**config.mk**
```make
export PLATFORM = sky130hd
export DESIGN_NAME = ni_inject
export DESIGN_NICKNAME = d
export VERILOG_FILES = /design/src/rtl/ni_inject.sv
export SDC_FILE = /design/constraint.sdc
export NUM_CORES = 1
export LEC_CHECK = 0
export CAP_MARGIN = 20
export CORE_MARGIN = 1
export CORE_UTILIZATION = 49
export CTS_BUF_LIST = sky130_fd_sc_hd__clkbuf_2
export DETAILED_ROUTE_END_ITERATION = 12
export PLACE_DENSITY = 0.83
export SLEW_MARGIN = 0
export SYNTH_ARGS = -nofsm -noshare
export SYNTH_HDL_FRONTEND = slang
export SYNTH_SLANG_ARGS = --single-unit
export TNS_END_PERCENT = 20
```
**constraint.sdc**
```tcl
create_clock -name clk -period 2.8 [get_ports clk]
set_clock_uncertainty 0.05 [all_clocks]
set_input_delay 0.42 -clock clk [delete_from_list [all_inputs] [get_ports clk]]
set_output_delay 0.42 -clock clk [all_outputs]
set_load 0.02 [all_outputs]
```
**src/rtl/ni_inject.sv**
```systemverilog
// rtl/ni_inject.sv - local-port packet injector with per-VC credit flow control
//
// Purpose: accepts a unicast/multicast send request, emits a head flit in the
// shared router flit format, then streams req_len payload flits, gated by a
// per-VC credit counter that mirrors the router's input-buffer occupancy.
//
// Ports:
//   clk, rst_                 clock, async active-high reset
//   req_valid/req_ready       send request handshake
//   req_mcast, req_dst,
//   req_mdst, req_vch,
//   req_len                   request fields (latched on accept)
//   pay_valid/pay_ready,
//   pay_data                  payload flit handshake
//   flit_valid, flit_out,
//   flit_head, flit_tail      registered flit stream to the router
//   credit_in                 per-VC credit returns
//   err_self                  pulse: self-addressed request dropped
//   cred_err                  sticky: credit returned to a full counter

`ifndef NI_FLIT_FMT
`define NI_FLIT_FMT
`define DATAW    31
`define UADDR    3
`define MADDR    15
`define VCHW     0
`define UM_TYPE  31
`define VCH_MSB  30
`define VCH_LSB  30
`define MDST_MSB 15
`define MDST_LSB 0
`define DST_MSB  3
`define DST_LSB  0
`endif

module ni_inject #(
  parameter int MY_ID    = 0,
  parameter int NUM_VC   = 2,
  parameter int CRED_MAX = 4
) (
  input  logic                clk,
  input  logic                rst_,
  input  logic                req_valid,
  output logic                req_ready,
  input  logic                req_mcast,
  input  logic [`UADDR:0]     req_dst,
  input  logic [`MADDR:0]     req_mdst,
  input  logic [`VCHW:0]      req_vch,
  input  logic [3:0]          req_len,
  input  logic                pay_valid,
  output logic                pay_ready,
  input  logic [`DATAW:0]     pay_data,
  output logic                flit_valid,
  output logic [`DATAW:0]     flit_out,
  output logic                flit_head,
  output logic                flit_tail,
  input  logic [NUM_VC-1:0]   credit_in,
  output logic                err_self,
  output logic                cred_err
);

  localparam int UW = `UADDR + 1;
  localparam int MW = `MADDR + 1;
  localparam int VW = `VCHW + 1;
  localparam int DW = `DATAW + 1;
  localparam logic [3:0]    CMAX     = 4'(CRED_MAX);
  localparam logic [MW-1:0] SELF_BIT = MW'(1) << MY_ID;

  typedef enum logic [1:0] {IDLE, HEAD, BODY} state_t;

  state_t          state_q;
  logic            mcast_q;
  logic [UW-1:0]   dst_q;
  logic [MW-1:0]   mdst_q;
  logic [VW-1:0]   vch_q;
  logic [3:0]      len_q;
  logic [3:0]      rem_q;
  logic [DW-1:0]   flit_q;
  logic            valid_q, head_q, tail_q, err_self_q;
  logic [3:0]      cred_q [NUM_VC];
  logic [3:0]      cred_d [NUM_VC];
  logic            cred_err_q, cred_err_d;

  logic            req_acc, req_self, cred_ok, head_issue, pay_acc, issue;
  logic [MW-1:0]   req_mask;
  logic [DW-1:0]   hdr_flit, pay_flit;

  assign req_ready = !rst_ && (state_q == IDLE);
  assign cred_ok   = (cred_q[vch_q] != 4'd0);
  assign pay_ready = !rst_ && (state_q == BODY) && cred_ok;

  assign req_acc    = req_valid && req_ready;
  assign req_mask   = req_mdst & ~SELF_BIT;
  // A multicast that only names this node collapses to an empty mask.
  assign req_self   = req_mcast ? (req_mask == '0) : (req_dst == UW'(MY_ID));
  assign head_issue = (state_q == HEAD) && cred_ok;
  assign pay_acc    = pay_valid && pay_ready;
  assign issue      = head_issue || pay_acc;

  always_comb begin
    hdr_flit = '0;
    hdr_flit[`UM_TYPE] = mcast_q;
    if (mcast_q) hdr_flit[`MDST_MSB:`MDST_LSB] = mdst_q;
    else         hdr_flit[`DST_MSB:`DST_LSB]   = dst_q;
    hdr_flit[`VCH_MSB:`VCH_LSB] = vch_q;

    // Payload keeps its bits except the routing-relevant type and VC fields.
    pay_flit = pay_data;
    pay_flit[`UM_TYPE] = mcast_q;
    pay_flit[`VCH_MSB:`VCH_LSB] = vch_q;
  end

  // Issue and return on the same VC in one cycle cancel out.
  always_comb begin
    cred_err_d = cred_err_q;
    for (int v = 0; v < NUM_VC; v++) begin
      cred_d[v] = cred_q[v];
      if (credit_in[v] && !(issue && vch_q == VW'(v))) begin
        if (cred_q[v] == CMAX) cred_err_d = 1'b1;
        else                   cred_d[v]  = cred_q[v] + 4'd1;
      end else if (!credit_in[v] && issue && vch_q == VW'(v)) begin
        cred_d[v] = cred_q[v] - 4'd1;
      end
    end
  end

  always_ff @(posedge clk or posedge rst_) begin
    if (rst_) begin
      for (int v = 0; v < NUM_VC; v++) cred_q[v] <= CMAX;
      cred_err_q <= 1'b0;
    end else begin
      for (int v = 0; v < NUM_VC; v++) cred_q[v] <= cred_d[v];
      cred_err_q <= cred_err_d;
    end
  end

  always_ff @(posedge clk or posedge rst_) begin
    if (rst_) begin
      state_q    <= IDLE;
      mcast_q    <= 1'b0;
      dst_q      <= '0;
      mdst_q     <= '0;
      vch_q      <= '0;
      len_q      <= '0;
      rem_q      <= '0;
      flit_q     <= '0;
      valid_q    <= 1'b0;
      head_q     <= 1'b0;
      tail_q     <= 1'b0;
      err_self_q <= 1'b0;
    end else begin
      valid_q    <= issue;
      head_q     <= head_issue;
      tail_q     <= (head_issue && len_q == 4'd0) || (pay_acc && rem_q == 4'd1);
      flit_q     <= head_issue ? hdr_flit : (pay_acc ? pay_flit : '0);
      err_self_q <= req_acc && req_self;
      case (state_q)
        IDLE: begin
          if (req_acc) begin
            mcast_q <= req_mcast;
            dst_q   <= req_dst;
            mdst_q  <= req_mask;
            vch_q   <= req_vch;
            len_q   <= req_len;
            state_q <= req_self ? IDLE : HEAD;
          end
        end
        HEAD: begin
          if (head_issue) begin
            rem_q   <= len_q;
            state_q <= (len_q == 4'd0) ? IDLE : BODY;
          end
        end
        BODY: begin
          if (pay_acc) begin
            rem_q <= rem_q - 4'd1;
            if (rem_q == 4'd1) state_q <= IDLE;
          end
        end
        default: state_q <= IDLE;
      endcase
    end
  end

  assign flit_valid = valid_q;
  assign flit_out   = flit_q;
  assign flit_head  = head_q;
  assign flit_tail  = tail_q;
  assign err_self   = err_self_q;
  assign cred_err   = cred_err_q;

endmodule
```
# --- After elaboration in Yosys (flattened, before gate mapping) ---
# Index checks and enable logic that the tools add are counted.
totals:
  regBits: 76
  input_bits: 64
  out_inout_bits: 39
  elab_cells: 99
classes:
  n_addsub: 5
  magnitude_cmp: 1
  n_eq_ne: 11
  muxes: 28
  bitwise_logic: 2
  reduce_logical: 37
op_table:
  columns: ["op", "count"]
  rows:
  - ["$mux W32", 2]
  - ["$mux W4", 12]
  - ["$logic_and A1 B1 Y1", 17]
  - ["$logic_not A16 Y1", 1]
  - ["$mux W12", 1]
  - ["$sub A4 B1 Y4 const B", 3]
  - ["$mux W2", 5]
  - ["$ne A2 B2 Y1 const B", 5]
  - ["$add A4 B1 Y4 const B", 2]
  - ["$eq A4 B3 Y1 const B", 2]
  - ["$logic_not A4 Y1", 2]
  - ["$pmux W4 S2", 1]
  - ["$mux W1", 6]
  - ["$pmux W2 S3", 1]
  - ["$reduce_and A2 Y1", 3]
  - ["$reduce_bool A2 Y1", 3]
  - ["$logic_not A1 Y1", 5]
  - ["$eq A4 B1 Y1 const B", 1]
  - ["$reduce_and A4 Y1", 1]
  - ["$reduce_bool A4 Y1", 1]
  - ["$reduce_and A3 Y1", 1]
  - ["$eq A2 B1 Y1 const B", 1]
  - ["$eq A2 B2 Y1 const B", 1]
  - ["$ge A2 B2 Y1 const B", 1]
  - ["5 further kinds", 6]

# --- Logic depth before layout (Yosys ltp) ---
logic_depth:
  word_depth: 14
  ltp_mapped: 10
  depth_no_buf: 9

# --- Least setup slack after synthesis ---
# No wires, ideal clock.
synth_path:
  kind: "input to register"
  startpoint: "input rst_"
  endpoint: "register flit_q[23] (netlist: flit_out[23])"
  setup_time_ns: 0.066
  t_arrival_ns: 2.892
  path_slack_ns: -0.208
  cell_stages: 5
  path_cell_list: "inv_1 > and4_4 > buf_6 > buf_6 > and2_1"
synth_between:
  elab_chain_cells: 6
synth_rtl:
  columns: ["item", "line_no", "source"]
  rows:
  - ["start, declared", "42", "input logic rst_,"]
  - ["$logic_not A1 Y1 (no line)", null, null]
  - ["$logic_and A1 B1 Y1 (2 in a row)", "90", "assign pay_ready = !rst_ && (state_q == BODY) && cred_ok;"]
  - ["$logic_and A1 B1 Y1", "97", "assign pay_acc = pay_valid && pay_ready;"]
  - ["$mux W32 (2 in a row)", "155", "flit_q <= head_issue ? hdr_flit : (pay_acc ? pay_flit : '0);"]
  - ["end signal, assigned", "155", null]
  - ["end, declared", "78", "logic [DW-1:0] flit_q;"]
# Every way passes these cells.
# A chain may end at the register's enable or synchronous reset.

# --- Worst setup path in the final report ---
layout_path:
  startpoint: "register cred_q[5] (netlist name)"
  endpoint: "register cred_q[7] (netlist name)"
layout_between:
  elab_chain_cells: 12
  word_cells_on_any_way: 22
  cone_classes: "add/sub (2); eq/ne (2); mux (6); reduce/logical (12)"
layout_rtl:
  columns: ["item", "line_no", "source"]
  rows:
  - ["start, declared", "80", "logic [3:0] cred_q [NUM_VC];"]
  - ["$mux W4 (implied by the code) (3 in a row)", "89", "assign cred_ok = (cred_q[vch_q] != 4'd0);"]
  - ["$reduce_bool A4 Y1", "89", null]
  - ["$logic_and A1 B1 Y1", "90", null]
  - ["$logic_and A1 B1 Y1", "97", null]
  - ["$logic_or A1 B1 Y1", "98", "assign issue = head_issue || pay_acc;"]
  - ["$logic_and A1 B1 Y1", "118", "if (credit_in[v] && !(issue && vch_q == VW'(v))) begin"]
  - ["$logic_not A1 Y1", "118", null]
  - ["$logic_and A1 B1 Y1", "118", null]
  - ["$ne A2 B2 Y1 (no line) / $reduce_bool A2 Y1 (equally long branches)", null, null]
  - ["$reduce_and A2 Y1 (no line)", null, null]
# Parallel ways exist; a longest one is shown, timed or not. The select of a mux whose other input is x is not followed.

==> impl_results.md <==
- Critical path peak fanout: 6
- Slew Viols, Final: 0
- Pin count of the biggest net entering global routing: 77
- Starting Density: 50.9%
- R2r startpoint: cred_q[5]
- Final period util: 94.4%
- Setup tns final: 0 ns
- Vias in the first global route: 2890
- VDD IR max: 0.427 mV
- EDFF count, synth: 0
- Crit path to: cred_q[7]
- Post-synthesis sequential area ratio: 54.8%
- Total power: 3990 uW
- # DRC: 0
- RSZ-0062 raised after global routing: false
- Synth Flop Type: dfrtp_1
- Post-layout instance area: 4720 um^2
- Fmax: 0.378 GHz
- Met1 usage: 29.7%
- Flop-to-flop setup slack: 0.16 ns
- Port bufs: 99
- Run status: finished clean
- Die height: 86.2 um
- NumNets Final: 469
- Cell area after synthesis: 3470 um^2
- Critical path class: flip-flop to flip-flop
- LEAKAGE: 0.00205 uW
- Initial DRC count: 134
- Post-route minimum period: 2.64 ns
- Final GP Congestion: 0.811
- Share of layout cells above drive strength 1: 16.2%
- Final setup fails: 0
- Sink Count: 76
- HP Class: input port to flip-flop
- First-pass DRT Iterations: 4
- Hold slack: 0.354 ns
- Simple-gate share of the synthesized area: 13.1%
- Largest family of logic cells by synthesized area: compound AO/OA/AOI/OAI gates
- CTS tree: built
- Antenna Nets Post-Route: 0
- Remaining Overflow, GRT: 0
- I/O pin cnt: 103
- Initial antenna violation count: 0
- Buffer count from post-CTS setup fixing: 0
- Root buf cell: clkbuf_2
- Mux cell area share after synthesis: 10.5%
- Number of max-cap violations: 0
- Met3 GRT Util: 4.57%
- Area post-placement: 4620 um^2
- FP Rows: 30
- Worst endpoint required time: 3.21 ns
- Fraction of synthesized cell area in xor and xnor cells: 1.01%
- Crit Reg-Reg Endpoint: cred_q[7]
- First-pass GRT wire length: 13500 um
- PwrDens: 844 nW/um^2
- Via/cell ratio: 5.51
- Hold-fix buffers, CTS: 0
- Die width: 86.2 um
- Syn Area/Cell: 12.2 um^2
- GRT Resource Usage Total: 23.7%
- Ant diodes: 0
- Syn. warnings: 0
- Max transition margin: 39.0%
- Clk pin slew, worst setup/hold paths: 0.21 ns
- Compound-Gate Fraction of Synth Area: 13.7%
- H-tree depth: 3
- Synth unique cells: 54
- Crit. Startpoint: cred_q[5]
- Hold Vio Cnt, Final: 0
- Critical path launch point type: flip-flop
- Routed WL: 8120 um
- Post-Synth Adder-Cell Area: 3.31%
- Layout area overhead: 35.9%
- WP data arrival: 3.06 ns
- Post-DP HPWL: 5990 um
- #FFs+latches synth: 76
- Net count after synthesis: 357
- Clock buffer depth: 2
- Grt peak-use layer: met2
- Cts bufs inserted: 9
- Die ar.: 7430 um^2
- GR Util met2: 40.0%
- Via count: 2739
- Clock Latency Late Sink: 0.54 ns
- Setup crit end kind: flip-flop
- CORE AREA: 6830 um^2
- Post-synthesis cell count: 285
- FFs w/ async S/R, synth: 100%
- DR WL/cell: 16.3 um
- Least-Margin Pin Slew: 0.915 ns
- Worst R2R Path Depth: 8
## how the worst min path moves through the flow
stage	startpoint	cells after the start	slack, ns	endpoint
6_report	pay_data[23]	2	0.35	flit_out[23]
5_1_grt	pay_data[27]	2	0.34	flit_out[27]
4_1_cts	pay_data[23]	2	0.36	flit_out[23]
3_5_place_dp	mdst_q[4]	1	0.42	flit_out[4]
3_3_place_gp	mdst_q[6]	1	0.42	flit_out[6]
2_1_floorplan	mdst_q[10]	1	0.41	flit_out[10]
## through the flow
step	util (%)	setup WS [ns]	std cells
4_1_cts	69.1	0.189	497
5_1_grt	69.1	0.0313	497
2_1_floorplan	-	0.337	285
3_3_place_gp	67.6	0.0510	482
3_5_place_dp	67.6	-0.0853	482
6_report	69.1	0.156	497
## sequential cells by signal (all words and copies together) (netlist names), 2 cells and up
| register | flops |
|---|---|
| mdst_q | 15 |
| len_q | 4 |
| rem_q | 4 |
| state_q | 2 |
| dst_q | 4 |
| flit_out | 32 |
| cred_q | 8 |
## power breakdown
group | switching, uW | total [uW] | leakage, uW | internal [uW]
clock network | 377 | 586 | 0.0000661 | 209
logic | 820 | 1640 | 0.00101 | 816
registers | 303 | 1770 | 0.000965 | 1460
## placed cells by master, fill, tap and decap left out, types with 6 or more instances in the layout
master            n
mux2_2           25
a21oi_1          10
buf_4            14
inv_1            11
o21ai_0          11
mux2i_1           7
clkbuf_2         11
ha_1              6
a22o_1           13
clkdlybuf4s50_1  98
and2_1           16
nand2_1          14
dfrtp_1          74
## routing by layer
metal  up-vias  wire length (um)
met5         -                 0
met1      1350              3490
li1       1266                 -
met3        14               403
met2       109              4040
met4         0               177
## critical path, cell delays in order (launching register included)
cell      delay, ns
dfrtp_1        0.52
or3_1          0.40
o21ai_0        0.27
nand2_1        0.17
ha_1           0.36
and3_1         0.22
o211ai_1       0.21
o21ai_0        0.12
a221oi_1       0.25
## cell families (layout without fill, tap and decap cells)
kind of cell             count (synthesis)  after routing
adder cells (fa/ha/maj)                  8              8
XOR/XNOR                                 4              4
multiplexers                            33             33
buffers and inverters                   25            141
flip-flops                              76             76
AO/OA/AOI/OAI                           67             67
AND/OR/NAND/NOR                         72             72
## synth_stat cells (4+ instances only)
cell type | n | area, um^2
a21oi_1 | 10 | 50.1
a22o_1 | 13 | 114
a31oi_1 | 4 | 25.0
and2_1 | 16 | 100
buf_2 | 6 | 30.0
dfrtp_1 | 74 | 1850
ha_1 | 6 | 75.1
inv_1 | 12 | 45.0
mux2_2 | 25 | 282
mux2i_1 | 7 | 70.1
nand2_1 | 14 | 52.6
nand3_1 | 4 | 20.0
nor2_1 | 4 | 15.0
nor3_1 | 5 | 25.0
nor4_1 | 5 | 31.3
o211ai_1 | 5 | 37.5
o21ai_0 | 11 | 55.1
o22ai_1 | 5 | 31.3
## layout make-up
type                    instances  area, um^2
clock buffers                  11        55.1
clock inverters                 4        50.0
fillers                       532        2110
inverters                      13        52.6
multi-input cells             184        1450
flip-flops and latches         76        1900
well taps                      96         120
repair buffers                113        1090
## timing repair
action,in CTS,in global routing
gates resized for setup,1,0
setup endpoints to repair,1,0
hold endpoints to repair,0,0
(Power assumes the default switching activity.)
